==> config.mk <==
export PLATFORM = sky130hd
export DESIGN_NAME = decode_issue_ctrl
export DESIGN_NICKNAME = d
export VERILOG_FILES = /design/src/rtl/decode_issue_ctrl.sv
export SDC_FILE = /design/constraint.sdc
export NUM_CORES = 1
export LEC_CHECK = 0
export ABC_AREA = 1
export BUFFER_PORTS_ARGS = -buffer_cell sky130_fd_sc_hd__clkbuf_2
export CORE_MARGIN = 2
export CORE_UTILIZATION = 54
export CTS_CLUSTER_SIZE = 24
export DETAILED_ROUTE_END_ITERATION = 10
export GPL_TIMING_DRIVEN = 1
export PLACE_DENSITY_LB_ADDON = 0.2
export SLEW_MARGIN = 20
export SYNTH_ARGS = -nofsm -noshare
export SYNTH_HDL_FRONTEND = slang
export SYNTH_SLANG_ARGS = --single-unit
==> constraint.sdc <==
create_clock -name clk -period 4.75 [get_ports clk]
set_input_delay 0.2375 -clock clk [delete_from_list [all_inputs] [get_ports clk]]
set_output_delay 0.2375 -clock clk [all_outputs]
set_load 0.01 [all_outputs]
==> src/rtl/decode_issue_ctrl.sv <==
// Decode-stage issue controller: register scoreboard with RAW/WAW stall detection,
// a saturating stall counter and a fixed-length flush after a taken branch.
module decode_issue_ctrl #(
    parameter int NREG         = 16,
    parameter int RW           = 4,
    parameter int FLUSH_CYCLES = 2,
    parameter int WB_BYPASS    = 1,
    parameter int CNTW         = 16
) (
    input  logic            clk,
    input  logic            rst,
    input  logic            id_valid,
    input  logic [RW-1:0]   id_ra,
    input  logic [RW-1:0]   id_rb,
    input  logic            id_use_ra,
    input  logic            id_use_rb,
    input  logic [RW-1:0]   id_rd,
    input  logic            id_wr,
    input  logic            id_branch,
    input  logic            pc_select,
    input  logic            wb_valid,
    input  logic [RW-1:0]   wb_rd,
    output logic            id_fire,
    output logic            stall,
    output logic            flush,
    output logic [NREG-1:0] pending,
    output logic [CNTW-1:0] stall_cnt
);

    localparam int FCW = (FLUSH_CYCLES < 2) ? 1 : $clog2(FLUSH_CYCLES + 1);

    typedef enum logic [1:0] {
        ST_RUN   = 2'd0,
        ST_STALL = 2'd1,
        ST_FLUSH = 2'd2
    } state_t;

    state_t          state_q, state_d;
    logic [FCW-1:0]  flush_cnt_q, flush_cnt_d;
    logic [NREG-1:0] pending_q, pending_d;
    logic [CNTW-1:0] stall_cnt_q, stall_cnt_d;
    logic [NREG-1:0] busy;
    logic            hazard;

    // A register stays busy until its writeback; with bypass the writeback cycle itself is hazard-free.
    // Set is applied after clear so a new write to the retiring register wins.
    for (genvar gi = 0; gi < NREG; gi++) begin : g_sb
        assign busy[gi] = pending_q[gi]
                        & ~((WB_BYPASS != 0) & wb_valid & (wb_rd == RW'(gi)));
        assign pending_d[gi] = (pending_q[gi] & ~(wb_valid & (wb_rd == RW'(gi))))
                             | (id_fire & id_wr & (id_rd == RW'(gi)));
    end

    assign hazard = (id_use_ra & busy[id_ra])
                  | (id_use_rb & busy[id_rb])
                  | (id_wr     & busy[id_rd]);

    always_comb begin
        state_d     = state_q;
        flush_cnt_d = flush_cnt_q;
        id_fire     = 1'b0;
        stall       = 1'b0;
        flush       = 1'b0;
        if (!rst) begin
            case (state_q)
                ST_RUN, ST_STALL: begin
                    id_fire = id_valid & ~hazard;
                    stall   = id_valid & hazard;
                    if (stall) begin
                        state_d = ST_STALL;
                    end else if (id_fire & id_branch & pc_select & (FLUSH_CYCLES > 0)) begin
                        state_d     = ST_FLUSH;
                        flush_cnt_d = FCW'(FLUSH_CYCLES);
                    end else begin
                        state_d = ST_RUN;
                    end
                end
                ST_FLUSH: begin
                    flush = 1'b1;
                    if (flush_cnt_q <= FCW'(1)) begin
                        state_d     = ST_RUN;
                        flush_cnt_d = '0;
                    end else begin
                        flush_cnt_d = flush_cnt_q - FCW'(1);
                    end
                end
                default: begin
                    state_d     = ST_RUN;
                    flush_cnt_d = '0;
                end
            endcase
        end
    end

    always_comb begin
        stall_cnt_d = stall_cnt_q;
        if (stall && (stall_cnt_q != {CNTW{1'b1}})) begin
            stall_cnt_d = stall_cnt_q + CNTW'(1);
        end
    end

    always_ff @(posedge clk) begin
        if (rst) begin
            state_q     <= ST_RUN;
            flush_cnt_q <= '0;
            pending_q   <= '0;
            stall_cnt_q <= '0;
        end else begin
            state_q     <= state_d;
            flush_cnt_q <= flush_cnt_d;
            pending_q   <= pending_d;
            stall_cnt_q <= stall_cnt_d;
        end
    end

    assign pending   = pending_q;
    assign stall_cnt = stall_cnt_q;

endmodule

==> summary.md, run 1 <==
| Metric | Value |
|---|---|
| Layout cells sized above 1 | roughly 28% |
| Total GRT Usage | around a quarter |
| # rows | 26 |
| Die area | roughly 0.0057 mm² |
| Post-CTS Hold Buffers | 0 |
| Data required, critical path | around 5.0 ns |
| Comb pwr share | a little under a fifth |
| ANT cells | 0 |
| Run status | finished clean |
| Switch share | between 20% and 30% |
| CTS clk-pin slew, worst paths | 0.07 ns |
| Core Area | 0.00504 mm² |
| Post-Synthesis Cell Area | approximately 0.0028 mm² |
| DRT iter0 DRCs | 161 |
| Max_cap viols | 0 |
| Hold Startpoint | id_branch |
| Pre-Repair DR Iteration Count | 5 |
| Ys Warns | 0 |
| Vias | 3,056 |
| Post-route cell area | around 0.0032 mm² |
| Asr flop ratio synth | 0% |
| Commonest non-fill, non-tap cells in the layout | nand2_1, nand3_1, clkbuf_2 |
| Placement Cell Area | a little over 0.003 mm² |
| Commonest non-fill, non-tap cell in the layout | nand2_1 |
| Filler cells | between 400 and 500 |
| Clock network power share | about two fifths |
| Routed Antenna Nets | 0 |
| Num CTS Buffers | 5 |
| H-tree levels | 2 |
| Drt drc | 0 |
| Power per standard cell area | 221 mW/mm² |
| Sequential fraction of the synthesis area | 25.9% |
| Worst hold path endpoint | state_q[1]$_SDFFE_PP0P_ |
| # clock sinks | 36 |
| Final wirelength | approximately 7400 µm |
| Worst R2R End | stall_cnt[2]$_SDFFE_PP0P_ |
| Area Overhead vs Synth | 14.6% |
| Net Sw Power | around 0.21 mW |
| CP Max Fanout | 16 |
| Final hold violation count | 0 |
| Setup TNS | 0 ns |
| TritonCTS clock tree | done |
| Arrival @ worst endpoint | roughly 3.0 ns |
| Final setup viols | 0 |
| Total leakage power | 1.31 nW |
| Clock root buffer | clkbuf_8 |
| RSZ-0062 raised after global routing | no |
| First-pass GRT wire length | between 10,000 and 15,000 µm |
| Initial Util | a little under three fifths |
| Nature of the critical path startpoint | flop |
| Synth cell types | 32 |
| Later-pin clock latency in the skew report | 0.29 ns |
| PortBufs | 59 |
| Worst r2r path cells | 7 |
| Worst-margin pin slew | around 0.84 ns |
| Flop pwr share | between 40% and 50% |
| Die Span Y | around 76 µm |
| Antenna violations before repair | 0 |
| Syn Inst Count | ~420 |
| Int Power | around 0.50 mW |
| Util after Layout | 63.2% |
| Max VDD drop | ~170 µV |
| Hold Path Class | input pin to flop |
| DR WL/cell | 13.8 µm |
| Worst r2r src | stall_cnt[0]$_SDFFE_PP0P_ |
| Die X | approximately 76 µm |
| CTS Buffer Depth | 2 |
| Syn_area_per_cell | between 6 and 7 µm² |
| I/O Pins | 60 |
| Fmax | about 0.36 GHz |
| Post-synth EDFFs | 0 |
| Final period util | between 50% and 60% |
| Final Skew | ~0.0055 ns |
| FF/Latch Area | ~720 µm² |
| Post-CTS Resized | 0 |
| Critical Path End Type | flop |
| Relative slew margins | between 40 and 50% |
| Fin crit period | roughly 2.8 ns |
| Nets | 495 |
| WHS Path Cells | 5 |
| FF+latch count, synth | 36 |
| Vias per std cell | between 5 and 6 |
| Fin. max-slew vios | 0 |
| RePlAce Congestion | 1.02 |
| Vias in the first global route | 2,587 |
| Multi-input logic area | between 0.0015 and 0.002 mm² |
| Post CTS Setup Buffer Count | 0 |
| Worst setup path category | flop to flop |
| Post-synth top flop | dfxtp_1 |
| R2r setup slk | about 2.0 ns |
| GRT Residual Overflow | 0 |
| Largest net degree at the start of global routing | 36 |
| Detailed Place HPWL | around 5700 µm |
| Post-Synthesis Net Count | 444 |
## worst max path at each step
stage                                   start                         end  cells after the start
floorplan           stall_cnt[0]$_SDFFE_PP0P_  stall_cnt[10]$_SDFFE_PP0P_                      7
global placement    stall_cnt[0]$_SDFFE_PP0P_   stall_cnt[1]$_SDFFE_PP0P_                      8
detailed placement  stall_cnt[0]$_SDFFE_PP0P_   stall_cnt[0]$_SDFFE_PP0P_                      8
CTS                 stall_cnt[0]$_SDFFE_PP0P_  stall_cnt[13]$_SDFFE_PP0P_                      7
global route        stall_cnt[0]$_SDFFE_PP0P_  stall_cnt[13]$_SDFFE_PP0P_                      7
finish              stall_cnt[0]$_SDFFE_PP0P_   stall_cnt[2]$_SDFFE_PP0P_                      7
## through the flow
step / setup WS (ns) / cells / hold WS (ns) / power (mW)
floorplan: 2.79 / 418 / 0.460 / 0.414
global placement: 2.12 / 532 / 0.468 / 0.440
detailed placement: 2.06 / 532 / 0.473 / 0.441
CTS: 2.05 / 540 / 0.296 / 0.707
global route: 1.75 / 540 / 0.327 / 0.734
finish: 1.98 / 540 / 0.302 / 0.705
## layer usage
metal,routed length (µm),part of all wire (%),up-vias,global-route usage [%]
li1,-,-,1502,-
met1,3230,44,1364,33.5
met2,3450,46,167,42.7
met3,538,7.2,23,4.37
met4,204,2.7,0,13.8
met5,0,0,-,0
## power groups by stage
stage | clock network [mW] | registers [mW] | logic, mW
floorplan | 0 | 0.315 | 0.0988
global placement | 0 | 0.315 | 0.125
detailed placement | 0 | 0.315 | 0.126
CTS | 0.272 | 0.308 | 0.127
global route | 0.285 | 0.308 | 0.141
finish | 0.269 | 0.308 | 0.128
## area by class of cell
type,count,share of cell area (%)
flip-flops and latches,36,22.6
clock buffers,5,2.16
clock inverters,3,1.33
repair buffers,60,9.50
inverters,42,4.95
well taps,70,2.75
multi-input cells,324,56.7
## cell families (layout without fill, tap and decap cells)
kind of cell               Yosys count  in the layout  synth area share [%]
and+or+nand+nor                    279            279                  53.5
xor gates and xnor gates            12             12                  3.78
DFF                                 36             36                  25.9
AOI/OAI and AO/OA                   32             32                  6.84
adders and majority gates            1              1                 0.450
buffers and inverters               58            110                  9.54
## sequential cells by signal, indices dropped and copies added (netlist names)
register     flops
flush_cnt_q      2
stall_cnt       16
pending         16
state_q          2
## Yosys cell counts (9+ instances only)
cell,n,area (µm²)
nand2_2,17,106
a21oi_1,23,115
nand3_1,63,315
nor2_2,9,56.3
nand4_1,32,200
inv_1,36,135
nand3_2,12,120
dfxtp_1,36,721
nand2_1,82,308
nor2_1,41,154
## critical path, cell delays in order, from the launching register on
cell and delay (ns):
dfxtp_1 0.43, ha_1 0.25, nand2_1 0.09, nor3_1 0.51, nand4_1 0.68, nand3_4 0.50
nand2_1 0.10, a21oi_1 0.13
Note: power is estimated with default switching activity, not from simulation.
==> inputs of run 2 (changes only) <==
--- a/config.mk
+++ b/config.mk
@@ -8,7 +8,7 @@
 export ABC_AREA = 1
 export BUFFER_PORTS_ARGS = -buffer_cell sky130_fd_sc_hd__clkbuf_2
 export CORE_MARGIN = 2
-export CORE_UTILIZATION = 54
+export CORE_UTILIZATION = 50
 export CTS_CLUSTER_SIZE = 24
 export DETAILED_ROUTE_END_ITERATION = 10
 export GPL_TIMING_DRIVEN = 1
==> constraint.sdc (replaced) <==
create_clock -name clk -period 2.2 [get_ports clk]
set_input_delay 0.11 -clock clk [delete_from_list [all_inputs] [get_ports clk]]
set_output_delay 0.11 -clock clk [all_outputs]
set_load 0.01 [all_outputs]
==> summary.md, run 2 (synthesized netlist as in run 1, its figures left out) <==
| Metric | Value |
|---|---|
| Data required, critical path | 2.09 ns (was 4.96 ns) |
| DR WL/cell | 13.4 µm (was 13.8 µm) |
| Max_cap viols | 0 (unchanged) |
| Vias per std cell | 5.47 (was 5.66) |
| Relative slew margins | 72.3% (was 44.2%) |
| Max VDD drop | 248 µV (was 167 µV) |
| Flop pwr share | 46.6% (was 43.7%) |
| Setup WS post-layout | 0.191 ns (was 1.98 ns) |
| I/O Pins | 60 (unchanged) |
| RePlAce Congestion | 0.978 (was 1.02) |
| CTS clk-pin slew, worst paths | 0.07 ns (about the same) |
| Run status | finished clean (unchanged) |
| Critical Path End Type | primary output (was flop) |
| TritonCTS clock tree | done (unchanged) |
| PortBufs | 59 (unchanged) |
| Detailed Place HPWL | 5700 µm (was 5690 µm) |
| Post-CTS Resized | 0 (unchanged) |
| Initial Util | 51.1% (was 55.2%) |
| Final hold violation count | 0 (unchanged) |
| Num CTS Buffers | 5 (unchanged) |
| Total GRT Usage | 24.8% (was 26.4%) |
| Worst-margin pin slew | 0.415 ns (was 0.837 ns) |
| Most used cell, CP | nand3_1 (was nand2_1) |
| Comb pwr share | 19.6% (was 18.2%) |
| Filler cells | 556 (was 483) |
| Final setup viols | 0 (unchanged) |
| # clock sinks | 36 (unchanged) |
| Drt drc | 0 (unchanged) |
| DRT iter0 DRCs | 182 (was 161) |
| Setup TNS | 0 ns (unchanged) |
| Die area | 0.00618 mm² (was 0.00574 mm²) |
| Antenna violations before repair | 0 (unchanged) |
| Dpl ws | 0.111 ns (was 2.06 ns) |
| Final wirelength | 7290 µm (was 7430 µm) |
| Power per standard cell area | 447 mW/mm² (was 221 mW/mm²) |
| Vias in the first global route | 2,705 (was 2,587) |
| Commonest non-fill, non-tap cells in the layout | nand2_1, nand3_1, clkbuf_2 (unchanged) |
| Final period util | 91.3% |
| GRT Residual Overflow | 0 (unchanged) |
| Critical path's slowest cell | clkbuf_2 (was nand4_1) |
| Fin crit period | about 2.0 ns |
| Util after Layout | 58.7% (was 63.2%) |
| Largest net degree at the start of global routing | 35 (was 36) |
| ANT cells | 0 (unchanged) |
| RSZ-0062 raised after global routing | no (unchanged) |
| Arrival @ worst endpoint | 1.90 ns (was 2.98 ns) |
| Net Sw Power | 0.436 mW (was 0.207 mW) |
| # rows | 27 (was 26) |
| Vias | 2,987 (was 3,056) |
| Routed Antenna Nets | 0 (unchanged) |
| First-pass GRT wire length | 12,300 µm (was 11,700 µm) |
| Die X | 78.6 µm (was 75.8 µm) |
| CTS Buffer Depth | 2 (unchanged) |
| Hold Path Class | input pin to flop (unchanged) |
| Die Span Y | 78.6 µm (was 75.8 µm) |
| Fmax | approximately 0.50 GHz |
| Post CTS Setup Buffer Count | 0 (unchanged) |
| Core Area | 0.00544 mm² (was 0.00504 mm²) |
| Switch share | 30.5% (was 29.3%) |
| Commonest non-fill, non-tap cell in the layout | nand2_1 (unchanged) |
| Final Skew | 0.00730 ns (was 0.00550 ns) |
| Layout cells sized above 1 | 28.9% (was 28.3%) |
| Int Power | 0.991 mW (was 0.498 mW) |
| Nature of the critical path startpoint | input pin (was flop) |
| Later-pin clock latency in the skew report | 0.29 ns (about the same) |
| Worst setup path category | input pin to primary output (was flop to flop) |
| Post-CTS Hold Buffers | 0 (unchanged) |
| Clock root buffer | clkbuf_8 (unchanged) |
| Crit-path max cell delay | 0.30 ns (was 0.68 ns) |
| Pre-Repair DR Iteration Count | 4 (was 5) |
| CP Max Fanout | 18 (was 16) |
| Total leakage power | 1.33 nW (was 1.31 nW) |
| Fin. max-slew vios | 0 (unchanged) |
| Nets | 499 (was 495) |
| Worst-path cell chain | clkbuf_2 > inv_1 > nor2_4 > nand2_2 > nand3_1 > nand3_1 > nand3_1 > nand3_1 > nand3_2 > nand3_4 > nor4_2 > clkbuf_2 (was ha_1 > nand2_1 > nor3_1 > nand4_1 > nand3_4 > nand2_1 > a21oi_1) |
| H-tree levels | 2 (unchanged) |
| Clock network power share | 33.8% (was 38.2%) |
| Area Overhead vs Synth | 14.8% (was 14.6%) |
[run 2: cell count changes in the layout (fill, tap and decap cells not counted)]
cell and delta:
bufinv_16 -1, nor3_2 +1, clkinvlp_4 -1, buf_4 +4, clkbuf_8 +1, clkinv_2 +1, nor3_4 -1
[run 2: final cells by class]
| type | instances | area [µm²] | share of cell area (%) |
|---|---|---|---|
| Clock buffer | 6 | 82.6 | 2.59 |
| Clock inverter | 2 | 10.0 | 0.313 |
| Inverter | 42 | 158 | 4.94 |
| Multi-Input combinational cell | 324 | 1800 | 56.4 |
| Sequential cell | 36 | 721 | 22.6 |
| Tap cell | 72 | 90.1 | 2.82 |
| Timing Repair Buffer | 64 | 333 | 10.4 |
[run 2: final timing paths]
check | start | to | slack [ns] | depth (start not counted)
worst max-delay path | wb_valid | id_fire | 0.19 | 12
worst min register to register | flush_cnt_q[0]$_SDFFE_PP0P_ | flush_cnt_q[0]$_SDFFE_PP0P_ | 0.49 | 2
worst max register to register | stall_cnt[0]$_SDFFE_PP0P_ | stall_cnt[0]$_SDFFE_PP0P_ | 0.21 | 8
worst min-delay path | id_branch | state_q[1]$_SDFFE_PP0P_ | 0.18 | 5
[run 2: power by group through the flow]
stage | clock [mW] | sequential, mW | combinational, mW
after global routing | 0.530 | 0.666 | 0.308
after CTS | 0.498 | 0.665 | 0.277
after floorplan | 0 | 0.681 | 0.213
after detailed placement | 0 | 0.680 | 0.277
after global placement | 0 | 0.680 | 0.272
final | 0.483 | 0.665 | 0.279
[run 2: through the flow]
stage / instances / total power [mW] / cell area (µm²) / hold WS [ns]
CTS: 546 / 1.44 / 3190 / 0.170
finish: 546 / 1.43 / 3190 / 0.181
detailed placement: 538 / 0.957 / 3100 / 0.475
floorplan: 418 / 0.894 / 2780 / 0.353
global placement: 538 / 0.952 / 3100 / 0.466
global route: 546 / 1.50 / 3190 / 0.204
[run 2: worst max-delay path, delay by kind of cell]
kind          cells  cell delay, ns
simple gates      9            1.19
buf+inv           3            0.60
[run 2: per-layer routing]
metal  up-vias  global-route usage (%)  share of wire [%]
li1       1509                       -                  -
met1      1339                    30.6                 43
met2       123                    40.7                 48
met3        16                    5.17                6.5
met4         0                    12.3                2.2
met5         -                       0                  0
